`config.mk`:
```
export PLATFORM = sky130hd
export DESIGN_NAME = factorial_seq_ctrl
export DESIGN_NICKNAME = d
export VERILOG_FILES = /design/src/rtl/factorial_seq_ctrl.sv
export SDC_FILE = /design/constraint.sdc
export NUM_CORES = 1
export LEC_CHECK = 0
export CORE_ASPECT_RATIO = 0.9
export CORE_MARGIN = 4
export CORE_UTILIZATION = 60
export DETAILED_ROUTE_END_ITERATION = 10
export PLACE_DENSITY = 0.76
export SLEW_MARGIN = 20
export SYNTH_ARGS = -nofsm -noshare
export SYNTH_HDL_FRONTEND = slang
export SYNTH_SLANG_ARGS = --single-unit
```
`constraint.sdc`:
```
create_clock -name clk -period 5.1 [get_ports clk]
set_input_delay 0.765 -clock clk [delete_from_list [all_inputs] [get_ports clk]]
set_output_delay 0.765 -clock clk [all_outputs]
set_load 0.01 [all_outputs]
```
`src/rtl/factorial_seq_ctrl.sv`:
```
// Iterative factorial sequencer: one operand in, n! plus a sticky overflow flag out,
// using a single shared multiplier that performs one multiply per clock.
module factorial_seq_ctrl #(
  parameter int N_W   = 4,
  parameter int RES_W = 32
) (
  input  logic             clk,
  input  logic             rst,
  input  logic             in_valid,
  output logic             in_ready,
  input  logic [N_W-1:0]   in_num,
  output logic             out_valid,
  input  logic             out_ready,
  output logic [RES_W-1:0] out_fact,
  output logic             out_ovf,
  output logic             busy
);

  typedef enum logic [1:0] {IDLE, CALC, DONE} state_t;

  state_t             state_q, state_d;
  logic [RES_W-1:0]   acc_q, acc_d;
  logic [N_W:0]       cnt_q, cnt_d;
  logic [N_W-1:0]     num_q, num_d;
  logic               ovf_q, ovf_d;
  logic [2*RES_W-1:0] prod;

  // Full-width product so the bits above RES_W can feed the overflow flag.
  function automatic logic [2*RES_W-1:0] mul_full(input logic [RES_W-1:0] a,
                                                   input logic [N_W:0]     b);
    logic [2*RES_W-1:0] wa;
    logic [2*RES_W-1:0] wb;
    wa = (2*RES_W)'(a);
    wb = (2*RES_W)'(b);
    return wa * wb;
  endfunction

  function automatic logic hi_nonzero(input logic [2*RES_W-1:0] p);
    return |p[2*RES_W-1:RES_W];
  endfunction

  assign prod = mul_full(acc_q, cnt_q);

  always_comb begin
    state_d = state_q;
    acc_d   = acc_q;
    cnt_d   = cnt_q;
    num_d   = num_q;
    ovf_d   = ovf_q;
    case (state_q)
      IDLE: begin
        if (in_valid) begin
          num_d   = in_num;
          acc_d   = RES_W'(1);
          cnt_d   = (N_W+1)'(2);
          ovf_d   = 1'b0;
          state_d = CALC;
        end
      end
      CALC: begin
        // cnt carries one extra bit, so stepping past num_q never wraps.
        if (cnt_q > {1'b0, num_q}) begin
          state_d = DONE;
        end else begin
          acc_d = prod[RES_W-1:0];
          ovf_d = ovf_q | hi_nonzero(prod);
          cnt_d = cnt_q + (N_W+1)'(1);
        end
      end
      DONE: begin
        if (out_ready) state_d = IDLE;
      end
      default: state_d = IDLE;
    endcase
  end

  always_ff @(posedge clk) begin
    if (rst) begin
      state_q <= IDLE;
      acc_q   <= RES_W'(1);
      cnt_q   <= '0;
      num_q   <= '0;
      ovf_q   <= 1'b0;
    end else begin
      state_q <= state_d;
      acc_q   <= acc_d;
      cnt_q   <= cnt_d;
      num_q   <= num_d;
      ovf_q   <= ovf_d;
    end
  end

  assign in_ready  = (state_q == IDLE);
  assign out_valid = (state_q == DONE);
  assign busy      = (state_q != IDLE);
  assign out_fact  = acc_q;
  assign out_ovf   = ovf_q;

endmodule

```
# ---- Yosys cells after proc, flatten, opt, wreduce, memory -nomap -nowiden
# Index checks and enable logic that the tools add are counted.
dict set report totals {
  reg_bits 44
  in_bits 8
  out_inout_bits 36
  elab_cells 35
}
dict set report classes {
  add_sub_neg 1
  n_mul 1
  order_cmp 1
  n_eq_ne 6
  mux 13
  bitwise_logic 1
  n_reduce_logical 7
}
# cell n
set op_table {}
lappend op_table {{32-bit 2-to-1 mux} 2}
lappend op_table {{32-bit case mux with 2 select lines} 1}
lappend op_table {{32-bit by 5-bit multiplier with 37-bit output} 1}
lappend op_table {{5-bit 2-to-1 mux} 2}
lappend op_table {{5-bit case mux with 2 select lines} 1}
lappend op_table {{2-bit 2-to-1 mux} 3}
lappend op_table {{2-bit inequality test (second input constant)} 3}
lappend op_table {{2-bit case mux with 3 select lines} 1}
lappend op_table {{3-bit AND reduction} 2}
lappend op_table {{5-bit by 1-bit adder with 5-bit output (second input constant)} 1}
lappend op_table {{5-bit by 4-bit greater-than comparator with 1-bit output} 1}
lappend op_table {{5-bit OR reduction} 1}
lappend op_table {{2-bit nonzero test} 2}
lappend op_table {{2-bit by 1-bit == test with 1-bit output (second input constant)} 1}
lappend op_table {{2-bit == test (second input constant)} 1}
lappend op_table {{2-bit logical NOT} 1}
lappend op_table {{1-bit 2-to-1 mux} 2}
lappend op_table {{2-bit by 1-bit inequality test with 1-bit output (second input constant)} 1}
lappend op_table {{1-bit case mux with 2 select lines} 1}
lappend op_table {{2-bit AND reduction} 1}
lappend op_table {{1-bit OR} 1}

# ---- Depth between registers and ports, before layout
# Gate-level depths: netlist (run 1).
dict set report logic_depth {
  depth_word 5
  mapped_depth 19
  mapped_depth_nobuf 16
}

# ---- Least setup slack after synthesis (run 1)
# No wires, ideal clock.
dict set report synth_path {
  kind {reg2reg}
  start {reg cnt_q[2]}
  end {reg acc_q[31] (netlist: out_fact[31])}
  setup_ps 122
  arrival_time_ps 4249
  required_time_ps 4978
  setup_slack_ps 729
  stages_incl_launch_ff 19
  path_buffers 3
  synth_period_minus_slack_ps 4371
  cell_sequence {dfxtp_1 clkbuf_1 clkbuf_1 and2_1 fa_1 fa_1 inv_1 fa_1 inv_1 ha_1 buf_6 a21oi_4 o211ai_2 a41oi_2 o311ai_2 nand4_2 nand2_2 a211o_1 a221o_1}
}
dict set report synth_between {
  elab_chain_len 3
  word_cells_on_any_way 6
  cone_classes {1 x mul; 1 x order compare; 1 x eq/ne; 2 x mux; 1 x reduce/logical}
}
# item line_no
set synth_rtl {}
lappend synth_rtl {{start, declared} 23} ;# logic [N_W:0] cnt_q, cnt_d;
lappend synth_rtl {{start signal, assigned} 87} ;# cnt_q <= cnt_d;
lappend synth_rtl {{32-bit by 5-bit multiplier with 37-bit output or 5-bit by 4-bit greater-than comparator with 1-bit output (tied branches)} {35, 62}}
lappend synth_rtl {{32-bit 2-to-1 mux or 2-bit inequality test (tied branches)} n/a}
lappend synth_rtl {{32-bit case mux with 2 select lines or 3-bit AND reduction (tied branches)} n/a}
lappend synth_rtl {{end signal, assigned} 80} ;# acc_q <= RES_W'(1);
lappend synth_rtl {{end signal, assigned} 86} ;# acc_q <= acc_d;
lappend synth_rtl {{end, declared} 22} ;# logic [RES_W-1:0] acc_q, acc_d;
# Several ways; a longest one is shown, not always the timed one. The select of a mux whose other input is x is not followed.
# A chain may end at the register's enable or synchronous reset.

# ---- Worst setup path after layout (run 1)
dict set report layout_path {
  start {reg cnt_q[2]}
  end {reg acc_q[30] (netlist: out_fact[30])}
}
# Same word-level chain as after synthesis.

==> results of run 1 <==
worst min-delay path: stages, from the launching register on:
cell	delay [ns]
dfxtp_1	0.32
nand2_1	0.05
a21oi_1	0.05
power by group:
part           switching (µW)  total (µW)  internal (µW)
clock network             143         374            231
logic                     145         206           61.4
registers                23.0         378            355
cell usage after synthesis, types with 2 or more instances:
master,instances,area (µm²)
nand2b_1,5,31.3
ha_1,50,626
and3_1,9,56.3
nor2b_1,4,25.0
fa_1,90,1800
nand3_1,24,120
buf_2,12,60.1
dfxtp_1,44,881
and2_1,125,782
inv_1,134,503
nand4_1,18,113
nor2_1,37,139
nand2_1,90,338
o311ai_2,2,32.5
o21bai_1,6,45.0
a41oi_1,2,17.5
o211ai_1,6,45.0
xnor2_1,18,158
a2111oi_0,3,26.3
or2_2,3,18.8
nor4_1,3,18.8
nor3_1,19,95.1
a21oi_1,59,295
or3_1,2,12.5
o31ai_1,3,22.5
a31oi_1,10,62.6
clkbuf_1,32,120
nand3b_1,2,15.0
xor2_1,6,52.6
a211oi_1,7,52.6
a21oi_4,2,32.5
o211a_1,2,20.0
o21ai_0,23,115
a21o_1,14,105
o21a_1,5,37.5
nand4b_1,2,17.5
o21ai_1,3,15.0
a211o_1,2,17.5
a21oi_2,4,35.0
o31a_1,4,35.0
buf_1,2,7.51
sequential cells by signal (all words and copies together), names as in the netlist:
register	cells
cnt_q	5
num_q	4
out_fact	32
out_ovf	1
state_q	2
logic make-up (layout without fill, tap and decap cells):
logic type,Yosys count,after routing
xor+xnor,24,24
fa+ha+maj,140,140
buf+inv,183,200
flops,44,44
simple gates,349,349
compound gates,172,172
metrics by stage:
stage	utilization (%)	cell area [µm²]	worst slack, ns	hold slack, ns
2_1_floorplan	-	7240	0.729	0.436
3_3_place_gp	66.9	7770	0.400	0.451
3_5_place_dp	66.9	7770	0.273	0.458
4_1_cts	68.3	7940	0.286	0.468
5_1_grt	68.4	7950	0.0109	0.495
6_report	68.4	7950	0.316	0.464
routing by layer:
metal  global-route usage, %  wire, µm
met5                       0         0
met4                    5.54       305
met1                    41.9      8480
met2                    43.9      8600
met3                    3.78      1340
final timing paths:
check / end / slack [ns] / cells after the start
setup reg to reg: out_fact[30] / 0.32 / 15
hold reg to reg: num_q[1] / 0.46 / 2
hold / removal: num_q[1] / 0.46 / 2
setup / recovery: out_fact[30] / 0.32 / 15
cell type report:
type	count	area [µm²]	area share, %
clock buffer	6	129	1.62
sequential	44	883	11.1
tap	156	195	2.46
multi-input combinational	685	5660	71.2
timing repair buffer	57	536	6.74
clock inverter	2	35.0	0.441
inverter	135	507	6.38
==> key figures, run 1 <==
Yosys
  – FFs w/ async S/R, synth: 0%
  – FF+latch count, synth: 44
  – Adder-cell share of the synthesized area: 33.5%
  – Synth Area in Compound Gates: 16.3%
  – Number of synthesized flops with an enable pin: 0
  – Synth Flop Type: dfxtp_1
  – Post-Synthesis Cells: 912
  – Syn. warnings: 0
  – Xor and xnor area share after synthesis: under 10%
  – Register area share after synthesis: approximately 12%
  – Largest family of logic cells by synthesized area: adder cells
  – Post-synth cell types: 65
  – Avg Cell Area, Syn: 7.94 µm²
  – Post-synthesis simple-gate area fraction: 25.3%
  – Mapped Nets: roughly 1,100
  – Mux cell area share after synthesis: 0%
  – Netlist Area Pre-Place: slightly above 0.007 mm²

Routing
  – Vias: 6,408
  – Final wirelength: 18,700 µm
  – Vias per cell: 5.91
  – Drt pass-1 iters: 5
  – Final ANT Viol Nets: 0
  – Drt wl/cell: 17.3 µm
  – Drt initial violations: 483
  – DRC violations left: 0

Worst setup path
  – Crit-path most repeated cell: fa_1
  – CP Launch Point: cnt_q[2]
  – Crit path DAT: ~5 ns
  – Critical Path Slowest Stage Cell: dfxtp_1
  – CP top delay family: adder cells
  – CP Cell Sequence: and2_1 -> fa_1 -> fa_1 -> inv_1 -> fa_1 -> inv_1 -> ha_1 -> a21oi_1 -> nor2_1 -> o31ai_1 -> nand3_1 -> a21oi_1 -> o21bai_1 -> xnor2_1 -> o31ai_1
  – Worst path buffer plus inverter count: 2
  – Crit path required time: between 5 and 6 ns
  – CP endpoint kind: flip-flop
  – Worst Path Max Fanout: 15
  – Crit path kind: flip-flop to flip-flop
  – Critical path startpoint category: flip-flop
  – FF-to-FF Start: cnt_q[2]
  – Slowest stage delay, CP: 0.70 ns

Place
  – Dpl hpwl: 14,400 µm
  – GPL Wtd Cong: 0.934
  – Port Buffers: 43
  – Placed insts: 1,077

STA
  – Actual slew at the worst max-slew pin: 1.06 ns
  – Final TNS setup: 0 ns
  – Clk_skew: 0.00713 ns
  – FMAX: approximately 0.21 GHz
  – Minimum clock period: 4.78 ns
  – Final critical-path share of the clock period: 93.8%
  – RSZ-0062 raised after global routing: false
  – Count of final setup violators: 0
  – Slew HR: 29.0%
  – Slew Limit Fails: 0
  – Hold Violations, Final: 0

CTS
  – PostCTS Resize Cnt: 0
  – CTS H-tree depth: 2
  – Clock Path Buffers: 2
  – Clock buffer count from CTS: 5
  – Root Driver: clkbuf_16
  – Reg clk slew, reported paths: 0.07 ns
  – Worst-Skew Late Latency: roughly 0.29 ns
  – Post-CTS Setup Bufs: 0
  – CTS tree: yes
  – CTS Hold Bufs: 0
  – CTS sink cnt: 44

Hold path
  – Hold Path Origin: num_q[1]
  – Hold WC Path Type: flip-flop to flip-flop

Layout
  – Area grow syn2layout: 9.69%
  – Layout cells sized above 1: 4.95%
  – Filler instances: 1,015
  – Most common cell after layout, fill and taps aside: inv_1
  – Nets: 1,076
  – Most frequent cells in the layout: 134 x inv_1, 125 x and2_1, 90 x nand2_1, 90 x fa_1, 58 x a21oi_1
  – Inserted Diodes: 0
  – Non-filler cells, final: 1,085

Global routing
  – Grt total ovfl: 0
  – Vias in the first global route: between 6,000 and 7,000
  – First-pass GRT wire length: around 32,000 µm
  – Initial antenna violation count: 0
  – Largest net degree at the start of global routing: 44
  – Gr usage total: 28.1%

Outcome
  – Status: finished, final reports clean

Pwr
  – Pwr per Cell Area: 121 mW/mm²
  – P_leak: 0.00373 µW
  – Max VDD drop: 0.149 mV
  – Total power: 958 µW

Floorplan
  – Row count: 37
  – Core ar.: 0.0116 mm²
  – Initial Utilization: 62.3%
  – Die Wd: 124 µm
  – DIE HEIGHT: 112 µm
  – Die Area: 0.0139 mm²
  – Number of I/O pins: 44

Flow run
  – Max cap viols: 0
Note: power is estimated with default switching activity, not from simulation.
==> run 2: changes to the inputs <==
Settings changed: CTS_BUF_LIST set to sky130_fd_sc_hd__clkbuf_2.
==> run 2 against run 1 <==
Routed wire length down 0.41%. Via count down 0.33%. Worst hold slack better by 0.018 ns. Die area unchanged. Total power down 16%. First-iteration DRC count up 3.1%. Critical path type unchanged.
==> key figures, run 2 (same netlist as run 1, synthesis figures left out) <==
Layout
  – Nets: 1,076 (unchanged)
  – Area grow syn2layout: 8.34%
  – Most frequent cells in the layout: 134 x inv_1, 125 x and2_1, 90 x nand2_1, 90 x fa_1, 58 x a21oi_1
  – Layout Utilization: 67.5% (-0.84 points)
  – Most common cell after layout, fill and taps aside: inv_1
  – Post-route cell area: 0.00785 mm² (-1.2%)
  – Inserted Diodes: 0 (unchanged)
  – Layout cells sized above 1: 5.17% (+0.22 points)
  – Max reg flops: 32 (unchanged)

Worst setup path
  – Critical Path Slowest Stage Cell: dfxtp_2
  – Reg-to-reg slack, setup: 0.40 ns (+0.09 ns)
  – CP Cell Sequence: buf_4 -> and2_1 -> fa_1 -> fa_1 -> inv_1 -> fa_1 -> inv_1 -> ha_1 -> nand2_1 -> o21a_1 -> o211a_1 -> a22oi_1 -> nand4_2 -> nand2_2 -> a2111oi_0 -> a221o_1
  – Reg2reg end: out_fact[31]
  – Crit path DAT: 5.04 ns (+0.06 ns)
  – Critical path startpoint category: flip-flop
  – FF-to-FF Start: cnt_q[3]
  – Crit path kind: flip-flop to flip-flop
  – Slowest stage delay, CP: 0.61 ns (-0.09 ns)
  – Worst path buffer plus inverter count: 3 (+1)
  – CP endpoint kind: flip-flop
  – Reg2Reg Depth: 16 (+1)
  – CP top delay family: adder cells
  – Crit path required time: 5.44 ns (+0.15 ns)
  – Worst Path Max Fanout: 17 (+2)
  – Crit-path most repeated cell: fa_1

STA
  – Actual slew at the worst max-slew pin: 1.10 ns (+0.0351 ns)
  – Hold Violations, Final: 0 (unchanged)
  – Final critical-path share of the clock period: 92.1% (-1.7 points)
  – Clk_skew: 0.0366 ns (+0.0295 ns)
  – Slew Limit Fails: 0 (unchanged)
  – Slew HR: 26.7% (-2.3 points)
  – WHS: 0.482 ns (+0.0185 ns)
  – Count of final setup violators: 0 (unchanged)
  – FMAX: 0.213 GHz (+1.8%)
  – Minimum clock period: 4.70 ns (-0.0861 ns)
  – RSZ-0062 raised after global routing: false
  – Final TNS setup: 0 ns (unchanged)

Global routing
  – Grt total ovfl: 0 (unchanged)
  – Initial antenna violation count: 0 (unchanged)
  – Gr usage total: 28.0% (-0.095 points)
  – Largest net degree at the start of global routing: 44 (unchanged)
  – First-pass GRT wire length: 31,700 µm (-0.39%)
  – Vias in the first global route: 6,425 (-0.66%)

CTS
  – Reg clk slew, reported paths: 0.27 ns (+0.20 ns)
  – Worst-Skew Late Latency: 0.45 ns (+0.16 ns)
  – Clock Path Buffers: 2 (unchanged)
  – CTS Hold Bufs: 0 (unchanged)
  – Post-CTS Setup Bufs: 0 (unchanged)
  – Root Driver: clkbuf_2
  – Clock buffer count from CTS: 5 (unchanged)
  – CTS H-tree depth: 2 (unchanged)
  – CTS tree: yes
  – CTS sink cnt: 44 (unchanged)
  – PostCTS Resize Cnt: 0 (unchanged)

Routing
  – Final wirelength: 18,700 µm (-0.41%)
  – Drt wl/cell: 17.2 µm (-0.41%)
  – Vias: 6,387 (-0.33%)
  – DR WL met3: 1220 µm (-9.0%)
  – Uppermost layer routed: met4
  – Metal2 WL: 8490 µm (-1.3%)
  – Vias per cell: 5.89 (-0.33%)
  – Met1 wire length: 8600 µm (+1.4%)
  – DRC violations left: 0 (unchanged)
  – Drt pass-1 iters: 5 (unchanged)
  – Drt initial violations: 498 (+3.1%)
  – Final ANT Viol Nets: 0 (unchanged)

Floorplan
  – Die Wd: 124 µm (unchanged)
  – Die Area: 0.0139 mm² (unchanged)
  – Number of I/O pins: 44 (unchanged)
  – Row count: 37 (unchanged)
  – Core ar.: 0.0116 mm² (unchanged)
  – Initial Utilization: 62.3% (unchanged)
  – DIE HEIGHT: 112 µm (unchanged)

Pwr
  – Logic pwr share: 25.8% (+4.3 points)
  – Pwr per Cell Area: 102 mW/mm² (-15%)
  – P_leak: 0.00369 µW (-1.0%)
  – Clock share of power: 27.0% (-12 points)
  – Total power: 802 µW (-16%)
  – Max VDD drop: 0.151 mV (+0.97%)
  – Sequential Power Share: 47.2% (+7.8 points)
  – Sw power: 301 µW (-3.3%)
  – Sw Share: 37.5% (+5.0 points)
  – Power Internal: 502 µW (-22%)

Hold path
  – Hold EP: num_q[1]
  – Hold WC Path Type: flip-flop to flip-flop
  – Hold Path Stages: 2 (unchanged)
  – Hold Path Origin: num_q[1]

Place
  – Dpl hpwl: 14,400 µm (unchanged)
  – Dpl cell area: 0.00777 mm² (unchanged)
  – Port Buffers: 43 (unchanged)
  – GPL Wtd Cong: 0.934 (unchanged)

Flow run
  – Max cap viols: 0 (unchanged)

Outcome
  – Status: finished, final reports clean
==> run 2: tightest hold or removal path: cells and delay by family, from the launching register on <==
family | cells | cell delay [ns]
compound gates | 1 | 0.05
simple gates | 1 | 0.05
flops | 1 | 0.38
==> run 2: cell type report <==
type	instances	area, µm²
sequential	44	885
clock inverter	2	35.0
fill	1031	3770
inverter	135	507
tap	156	195
clock buffer	6	30.0
multi-input combinational	685	5660
timing repair buffer	57	536
==> run 2: how the worst max path moves through the flow <==
stage	start	end	cells after the start
2_1_floorplan	cnt_q[2]	out_fact[31]	18
3_3_place_gp	cnt_q[3]	out_fact[31]	16
3_5_place_dp	cnt_q[4]	out_fact[28]	15
4_1_cts	cnt_q[3]	out_fact[31]	16
5_1_grt	cnt_q[3]	out_fact[30]	15
6_report	cnt_q[3]	out_fact[31]	16
==> run 2: power by group through the flow <==
| stage | Combinational [µW] | Sequential [µW] | Clock (µW) |
|---|---|---|---|
| after floorplan | 126 | 373 | 0 |
| after global placement | 196 | 385 | 0 |
| after detailed placement | 199 | 385 | 0 |
| after CTS | 200 | 379 | 218 |
| after global routing | 227 | 383 | 232 |
| final | 207 | 379 | 216 |
==> run 2: routing by layer <==
metal | track usage, % | up-vias
li1 | - | 2997
met4 | 5.76 | 0
met2 | 43.3 | 230
met5 | 0 | -
met3 | 4.08 | 28
met1 | 41.8 | 3132
==> run 2: through the flow <==
step,worst slack (ns),instances
floorplan,0.729,912
global placement,0.400,1077
detailed placement,0.273,1077
CTS,0.250,1085
global route,0.124,1085
finish,0.402,1085
